<file path="src/rtl/uart_rx_fifo_feeder.sv">
// 8N1 serial receiver that writes each good byte straight into a 16-deep byte FIFO.
// Define UART_RX_PARITY_EN to expect an even-parity bit between the data and stop bits (8E1).
module uart_rx_fifo_feeder #(
    parameter int CLKS_PER_BIT = 16
) (
    input  logic       clk,
    input  logic       rst,
    input  logic       rx,
    input  logic       fifo_full,
    input  logic       clr_err,
    output logic       fifo_wr,
    output logic [7:0] fifo_din,
    output logic       busy,
    output logic       frame_err,
    output logic       overrun,
    output logic       parity_err
);

    localparam int CW = (CLKS_PER_BIT > 2) ? $clog2(CLKS_PER_BIT) : 1;
    localparam logic [CW-1:0] CNT_LAST = CW'(CLKS_PER_BIT - 1);
    localparam logic [CW-1:0] CNT_HALF = CW'(CLKS_PER_BIT / 2 - 1);

    typedef enum logic [2:0] {
        IDLE,
        START,
        DATA,
        PARITY,
        STOP,
        WAIT_HIGH
    } state_t;

    state_t        state;
    state_t        next_state;
    logic          rx_meta;
    logic          rxs;
    logic [CW-1:0] cnt;
    logic [2:0]    bit_idx;
    logic [7:0]    shift;
    logic          at_half;
    logic          at_last;
    logic          cnt_clr;
    logic          shift_en;
    logic          wr_set;
    logic          ovr_set;
    logic          fe_set;

    // Synchronizer resets to the idle line level so reset never looks like a start bit
    always_ff @(posedge clk) begin
        if (rst) begin
            rx_meta <= 1'b1;
            rxs     <= 1'b1;
        end else begin
            rx_meta <= rx;
            rxs     <= rx_meta;
        end
    end

    assign at_half = (cnt == CNT_HALF);
    assign at_last = (cnt == CNT_LAST);

`ifdef UART_RX_PARITY_EN
    logic parity_bad;
    logic pe_set;
    assign parity_bad = ^{shift, rxs};
`endif

    always_ff @(posedge clk) begin
        if (rst) begin
            state <= IDLE;
        end else begin
            state <= next_state;
        end
    end

    always_comb begin
        next_state = state;
        case (state)
            IDLE: begin
                if (!rxs) begin
                    next_state = START;
                end
            end
            START: begin
                if (at_half) begin
                    next_state = rxs ? IDLE : DATA;
                end
            end
            DATA: begin
                if (at_last && (bit_idx == 3'd7)) begin
`ifdef UART_RX_PARITY_EN
                    next_state = PARITY;
`else
                    next_state = STOP;
`endif
                end
            end
            PARITY: begin
`ifdef UART_RX_PARITY_EN
                if (at_last) begin
                    next_state = parity_bad ? IDLE : STOP;
                end
`else
                next_state = IDLE;
`endif
            end
            STOP: begin
                if (at_last) begin
                    next_state = rxs ? IDLE : WAIT_HIGH;
                end
            end
            WAIT_HIGH: begin
                if (rxs) begin
                    next_state = IDLE;
                end
            end
            default: begin
                next_state = IDLE;
            end
        endcase
    end

    // The bit timer restarts on every state change so each state measures from its own entry
    always_comb begin
        cnt_clr  = (next_state != state) || at_last || (state == IDLE);
        shift_en = (state == DATA) && at_last;
        wr_set   = (state == STOP) && at_last && rxs && !fifo_full;
        ovr_set  = (state == STOP) && at_last && rxs && fifo_full;
        fe_set   = (state == STOP) && at_last && !rxs;
`ifdef UART_RX_PARITY_EN
        pe_set   = (state == PARITY) && at_last && parity_bad;
`endif
    end

    always_ff @(posedge clk) begin
        if (rst) begin
            cnt       <= '0;
            bit_idx   <= 3'd0;
            shift     <= 8'h00;
            fifo_wr   <= 1'b0;
            fifo_din  <= 8'h00;
            frame_err <= 1'b0;
            overrun   <= 1'b0;
        end else begin
            cnt <= cnt_clr ? '0 : cnt + CW'(1);
            if (state == START) begin
                bit_idx <= 3'd0;
            end else if (shift_en) begin
                bit_idx <= bit_idx + 3'd1;
            end
            if (shift_en) begin
                shift[bit_idx] <= rxs;
            end
            fifo_wr <= wr_set;
            if (wr_set) begin
                fifo_din <= shift;
            end
            // A set event in the same cycle as clr_err wins
            if (fe_set) begin
                frame_err <= 1'b1;
            end else if (clr_err) begin
                frame_err <= 1'b0;
            end
            if (ovr_set) begin
                overrun <= 1'b1;
            end else if (clr_err) begin
                overrun <= 1'b0;
            end
        end
    end

`ifdef UART_RX_PARITY_EN
    always_ff @(posedge clk) begin
        if (rst) begin
            parity_err <= 1'b0;
        end else if (pe_set) begin
            parity_err <= 1'b1;
        end else if (clr_err) begin
            parity_err <= 1'b0;
        end
    end
`else
    assign parity_err = 1'b0;
`endif

    assign busy = (state != IDLE);

endmodule

</file>
<file path="config.mk">
export PLATFORM = sky130hd
export DESIGN_NAME = uart_rx_fifo_feeder
export DESIGN_NICKNAME = d
export VERILOG_FILES = /design/src/rtl/uart_rx_fifo_feeder.sv
export SDC_FILE = /design/constraint.sdc
export NUM_CORES = 1
export LEC_CHECK = 0
export BUFFER_PORTS_ARGS = -buffer_cell sky130_fd_sc_hd__buf_2
export CAP_MARGIN = 20
export CORE_ASPECT_RATIO = 1.75
export CORE_UTILIZATION = 25
export CTS_CLUSTER_SIZE = 14
export DETAILED_ROUTE_END_ITERATION = 10
export GPL_TIMING_DRIVEN = 1
export HOLD_SLACK_MARGIN = 0.08
export SLEW_MARGIN = 30
export SYNTH_ARGS = -nofsm -noshare
export SYNTH_HDL_FRONTEND = slang
export SYNTH_SLANG_ARGS = --single-unit
</file>
<file path="constraint.sdc">
create_clock -name clk -period 1.8 [get_ports clk]
set_input_delay 0.27 -clock clk [delete_from_list [all_inputs] [get_ports clk]]
set_output_delay 0.27 -clock clk [all_outputs]
set_load 0.02 [all_outputs]
</file>
-- Word-level counts from Yosys, hierarchy flattened
Index checks and enable logic that the tools add are counted.
- add/subtract/negate cells: 2
- multiply operators: 0
- div/mod/pow operators: 0
- magnitude comparators: 2
- equal/unequal tests: 8
- shift operators: 0
- muxes and demuxes: 14
- bitwise gates (word level): 0
- reduce and logical (&&, ||, !) cells: 18
- operator list (cell ; number):
    two-way mux 3 bit ; 6
    case mux 3 bit (5 select lines) ; 1
    == test 3 bit (second input constant) ; 3
    bitwise mux 8 bit ; 1
    logical AND 1 bit ; 8
    adder 4 x 1 -> 4 bit (second input constant) ; 1
    == test 4 x 3 -> 1 bit (second input constant) ; 1
    == test 4 bit (second input constant) ; 1
    < comparator 3 x 4 -> 1 bit (second input constant) ; 1
    two-way mux 1 bit ; 4
    nonzero test 2 bit ; 2
    OR reduction 2 bit ; 2
    adder 3 x 1 -> 3 bit (second input constant) ; 1
    demux 1 bit (select 3 bit) ; 1
    == test 3 x 1 -> 1 bit (second input constant) ; 1
    == test 3 x 2 -> 1 bit (second input constant) ; 1
    greater-or-equal comparator 3 x 1 -> 1 bit (second input constant) ; 1
    zero test 3 bit ; 1
    inequality test 3 bit ; 1
    nonzero test 3 bit ; 1
    zero test 1 bit ; 2
    logical OR 1 bit ; 2
    two-way mux 2 bit ; 1
- flip-flop bits (word level): 31
- latch bits: 0
- bits in writable memories: 0
- bits in read-only memories: 0
- input port bits: 5
- output and inout bits: 13
- logic and storage cells: 54
- memories: 0

-- Logic depth before layout (Yosys ltp)
- depth after elaboration: 8
- gate-level depth with buffers: 6
- gate-level depth less buffers: 5

-- Least setup slack after synthesis
No wires, ideal clock.
- path type: flip-flop to flip-flop
- start point: reg cnt[0]
- end point: reg fifo_din[7]
- setup time: 0.122 ns
- arrival time: 1.358 ns
- slack: 0.319 ns
- cell stages (with the launch flop): 7
- buffers on the path: 1
- cell sequence: dfxtp_1 -> ha_1 -> and4b_1 -> nand4b_2 -> buf_2 -> nand3_1 -> o21ai_0
- word-level cells in the longest chain between the ends: 4
- ends and longest elaborated chain (what ; line ; source):
    start, declared ; 36 ; logic [CW-1:0] cnt;
    start signal, assigned ; 144 ; cnt <= cnt_clr ? '0 : cnt + CW'(1);
    == test 4 bit ; 59 ; assign at_last = (cnt == CNT_LAST);
    logical AND 1 bit (3 in a row) ; 126 ; wr_set = (state == STOP) && at_last && rxs && !fifo_full;
    end signal, assigned ; 155 ; fifo_din <= shift;
    end, declared ; 12 ; output logic [7:0] fifo_din,
Every way passes these cells.
A chain may end at the register's enable or synchronous reset.

-- Final worst setup path
- start point: reg cnt[0]
- end point: reg fifo_din[3]
The elaborated chain is that of the path after synthesis.

==> results.py <==
metrics = {
    "run_status": {
        "status": "complete, no violations",
    },
    "synthesis": {
        "netlist_top_cells_area": "dfxtp_1 46%, mux2i_1 6.0%, o21ai_0 5.2%",
        "syn_inst": 144,
        "synth-seq-cells": 31,
        "ys_seq_area_share_pct": 46.4,
        "synth_top_area_share_pct": 46.4,
        "synthFlopType": "dfxtp_1",
        "synth_edf_count": 0,
        "syn_avg_cell_area_sq_um": 9.29,
        "synth.distinct_cells": 39,
        "ys_warn_count": 0,
        "synthesis.nets": 152,
        "yosysTopAreaCell": "dfxtp_1",
        "yosysMostFrequentCell": "dfxtp_1",
        "async_flop_share_pct": 0,
        "netlist_area_sq_um": 1340,
        "synth_common_cells": "31 x dfxtp_1, 14 x nand2_1, 14 x o21ai_0",
    },
    "sta": {
        "skew_ps": 4.85,
        "timing.final.crit_share_pct": 86.9,
        "fmax_ghz": 0.639,
        "slew_viol_final": 0,
        "worst_slack_ps": 236,
        "setup_violations": 0,
        "rsz0062_at_grt": "no",
        "report.final.hold_viol_count": 0,
        "fin_crit_ps": 1560,
        "holdWs_ps": 177,
        "tns_ps": 0,
    },
    "power": {
        "leakagePower_nw": 0.689,
        "cellPowerDensity_nw_per_um2": 816,
        "p_int_mw": 1.00,
        "clkPwrFrac_pct": 42.4,
        "p_comb_share_pct": 3.0,
        "switching_share_pct": 21.3,
        "peakVddDrop_mv": 0.367,
        "seqPwrFrac_pct": 54.6,
        "p_sw_mw": 0.272,
    },
    "layout": {
        "multi_input_area_sq_um": 666,
        "utilization_pct": 30.9,
        "regArea_sq_um": 621,
        "drive_gt1_share_pct": 20.7,
        "area_growth_pct": 16.8,
        "final_cells": 218,
        "layout.nets": 172,
        "nFillCells": 524,
        "antennaDiodeCount": 0,
    },
    "cts": {
        "hold_buffers": 0,
        "postCtsSetupRepairBufs": 0,
        "path_clk_slew_ps": 60,
        "cts_tree": "yes",
        "cts_max_path_buffers": 2,
        "clk-insertion-delay-late_ps": 280,
        "numCtsBuffers": 5,
        "ctsResizeCount": 0,
        "cts_root_buf": "clkbuf_8",
        "htree_levels": 2,
        "clock_sinks": 31,
    },
    "detailed_routing": {
        "vias_per_cell": 4.87,
        "first_pass_iters": 4,
        "drc_errors": 0,
        "ant_nets": 0,
        "wl_per_cell_um": 11.3,
        "via_count": 1062,
        "first_iter_violations": 16,
        "totalWireLength_um": 2460,
    },
    "worst_setup_path": {
        "path_class": "flop to flop",
        "worst-path-stages": 5,
        "worstPathArrival_ps": 1720,
        "start_kind": "flop",
        "critPathRequiredTime_ps": 1950,
        "crit_family": "simple AND/OR/NAND/NOR gates",
        "cpPeakStageDelay_ps": 350,
        "crit_fanout": 17,
        "crit_slowest_cell": "dfxtp_1",
        "cp_num_buf_inv": 0,
        "endpoint_kind": "flop",
        "r2r_cells": 5,
        "path_cells": "ha_1 > and4b_1 > nand4b_2 > nand3_1 > o21ai_0",
    },
    "die": {
        "fp-row-count": 34,
        "die-area_sq_um": 5660,
        "die_y_um": 98.8,
        "initial_utilization_pct": 26.4,
        "fp.dieW_um": 57.3,
        "pin_count": 18,
        "core_sq_um": 5060,
    },
    "place": {
        "dp.cells": 211,
        "io_buffers": 16,
        "place_congestion": 0.820,
        "place_ws_ps": 202,
        "hpwl_um": 1810,
    },
    "global_route": {
        "grt_pass1_vias": 1014,
        "grtUsageTotal_pct": 9.69,
        "antenna_found_initial": 0,
        "grt_max_degree": 18,
        "grt_pass1_wl_um": 4280,
        "grt_overflow": 0,
    },
    "worst_hold_path": {
        "hold_depth": 2,
        "hold_class": "primary input to flop",
    },
    "job": {
        "drv_cap": 0,
    },
}
==> cells by family (layout without fill, tap and decap cells) <==
| kind of cell | Yosys count | in the layout | share of synthesized area [%] |
|---|---|---|---|
| XOR/XNOR | 3 | 3 | 1.96 |
| adder cells (fa/ha/maj) | 3 | 3 | 2.81 |
| buffers and inverters | 10 | 30 | 3.84 |
| flip-flops | 31 | 31 | 46.4 |
| multiplexers | 8 | 8 | 5.99 |
| AND/OR/NAND/NOR | 63 | 63 | 28.0 |
| AO/OA/AOI/OAI | 25 | 25 | 10.8 |
| other | 1 | 1 | 0.280 |
==> registers in the layout (all words and copies together) (netlist names) <==
signal / flops
fifo_din: 8
cnt: 4
rxs: 1
fifo_wr: 1
overrun: 1
shift: 8
bit_idx: 3
rx_meta: 1
state: 3
frame_err: 1
==> area by class of cell <==
class | instances | area share, %
timing repair buffer | 20 | 7.05
clock inverter | 1 | 0.320
clock buffer | 6 | 5.28
inverter | 3 | 0.721
multi-input combinational | 103 | 42.6
sequential | 31 | 39.7
tap | 54 | 4.32
==> worst register-to-register path: stages (launching register included) <==
cell	delay, ps
dfxtp_1	350
ha_1	220
and4b_1	250
nand4b_2	340
nand3_1	200
o21ai_0	90
==> power by group through the flow <==
stage / registers, mW / logic, mW / clock network [mW]
3_5_place_dp: 0.711 / 0.0390 / 0
6_report: 0.696 / 0.0380 / 0.540
4_1_cts: 0.696 / 0.0392 / 0.563
5_1_grt: 0.696 / 0.0428 / 0.595
2_1_floorplan: 0.707 / 0.0323 / 0
3_3_place_gp: 0.711 / 0.0389 / 0
==> placed cells by master, fill, tap and decap left out, types with 2 or more instances in the layout <==
| master | count |
|---|---|
| dfxtp_1 | 31 |
| buf_2 | 16 |
| nand2_1 | 14 |
| o21ai_0 | 14 |
| nor2_1 | 13 |
| nand3_1 | 11 |
| mux2i_1 | 8 |
| a21oi_1 | 6 |
| clkbuf_8 | 6 |
| buf_4 | 4 |
| nor3_1 | 3 |
| ha_1 | 3 |
| nand4b_1 | 2 |
| nand3b_1 | 2 |
| or2_2 | 2 |
| and4b_1 | 2 |
| inv_1 | 2 |
| nand2b_1 | 2 |
| nor4_1 | 2 |
| xor2_1 | 2 |
==> routing by layer <==
layer | routed length [um] | up-vias | GRT usage (%)
met5 | 0 | - | 0
met4 | 59 | 0 | 4.88
met3 | 75 | 7 | 3.15
met2 | 1260 | 21 | 16.6
met1 | 1070 | 487 | 10.5
li1 | - | 547 | -
==> path summary, 6_finish.rpt <==
path / slack [ps] / to / from
worst max-delay path: 240 / fifo_din[3]$_SDFFE_PP0P_ / cnt[0]$_SDFF_PP0_
worst min-delay path: 180 / rx_meta$_SDFF_PP1_ / rx
worst min register to register: 410 / rxs$_SDFF_PP1_ / rx_meta$_SDFF_PP1_
worst max register to register: 240 / fifo_din[3]$_SDFFE_PP0P_ / cnt[0]$_SDFF_PP0_
==> per-stage QoR <==
step | area [sq um] | power (mW)
after floorplan | 1340 | 0.739
after global placement | 1480 | 0.750
after detailed placement | 1480 | 0.750
after CTS | 1560 | 1.30
after global routing | 1560 | 1.33
final | 1560 | 1.27
Power figures use the tool's default switching activity.
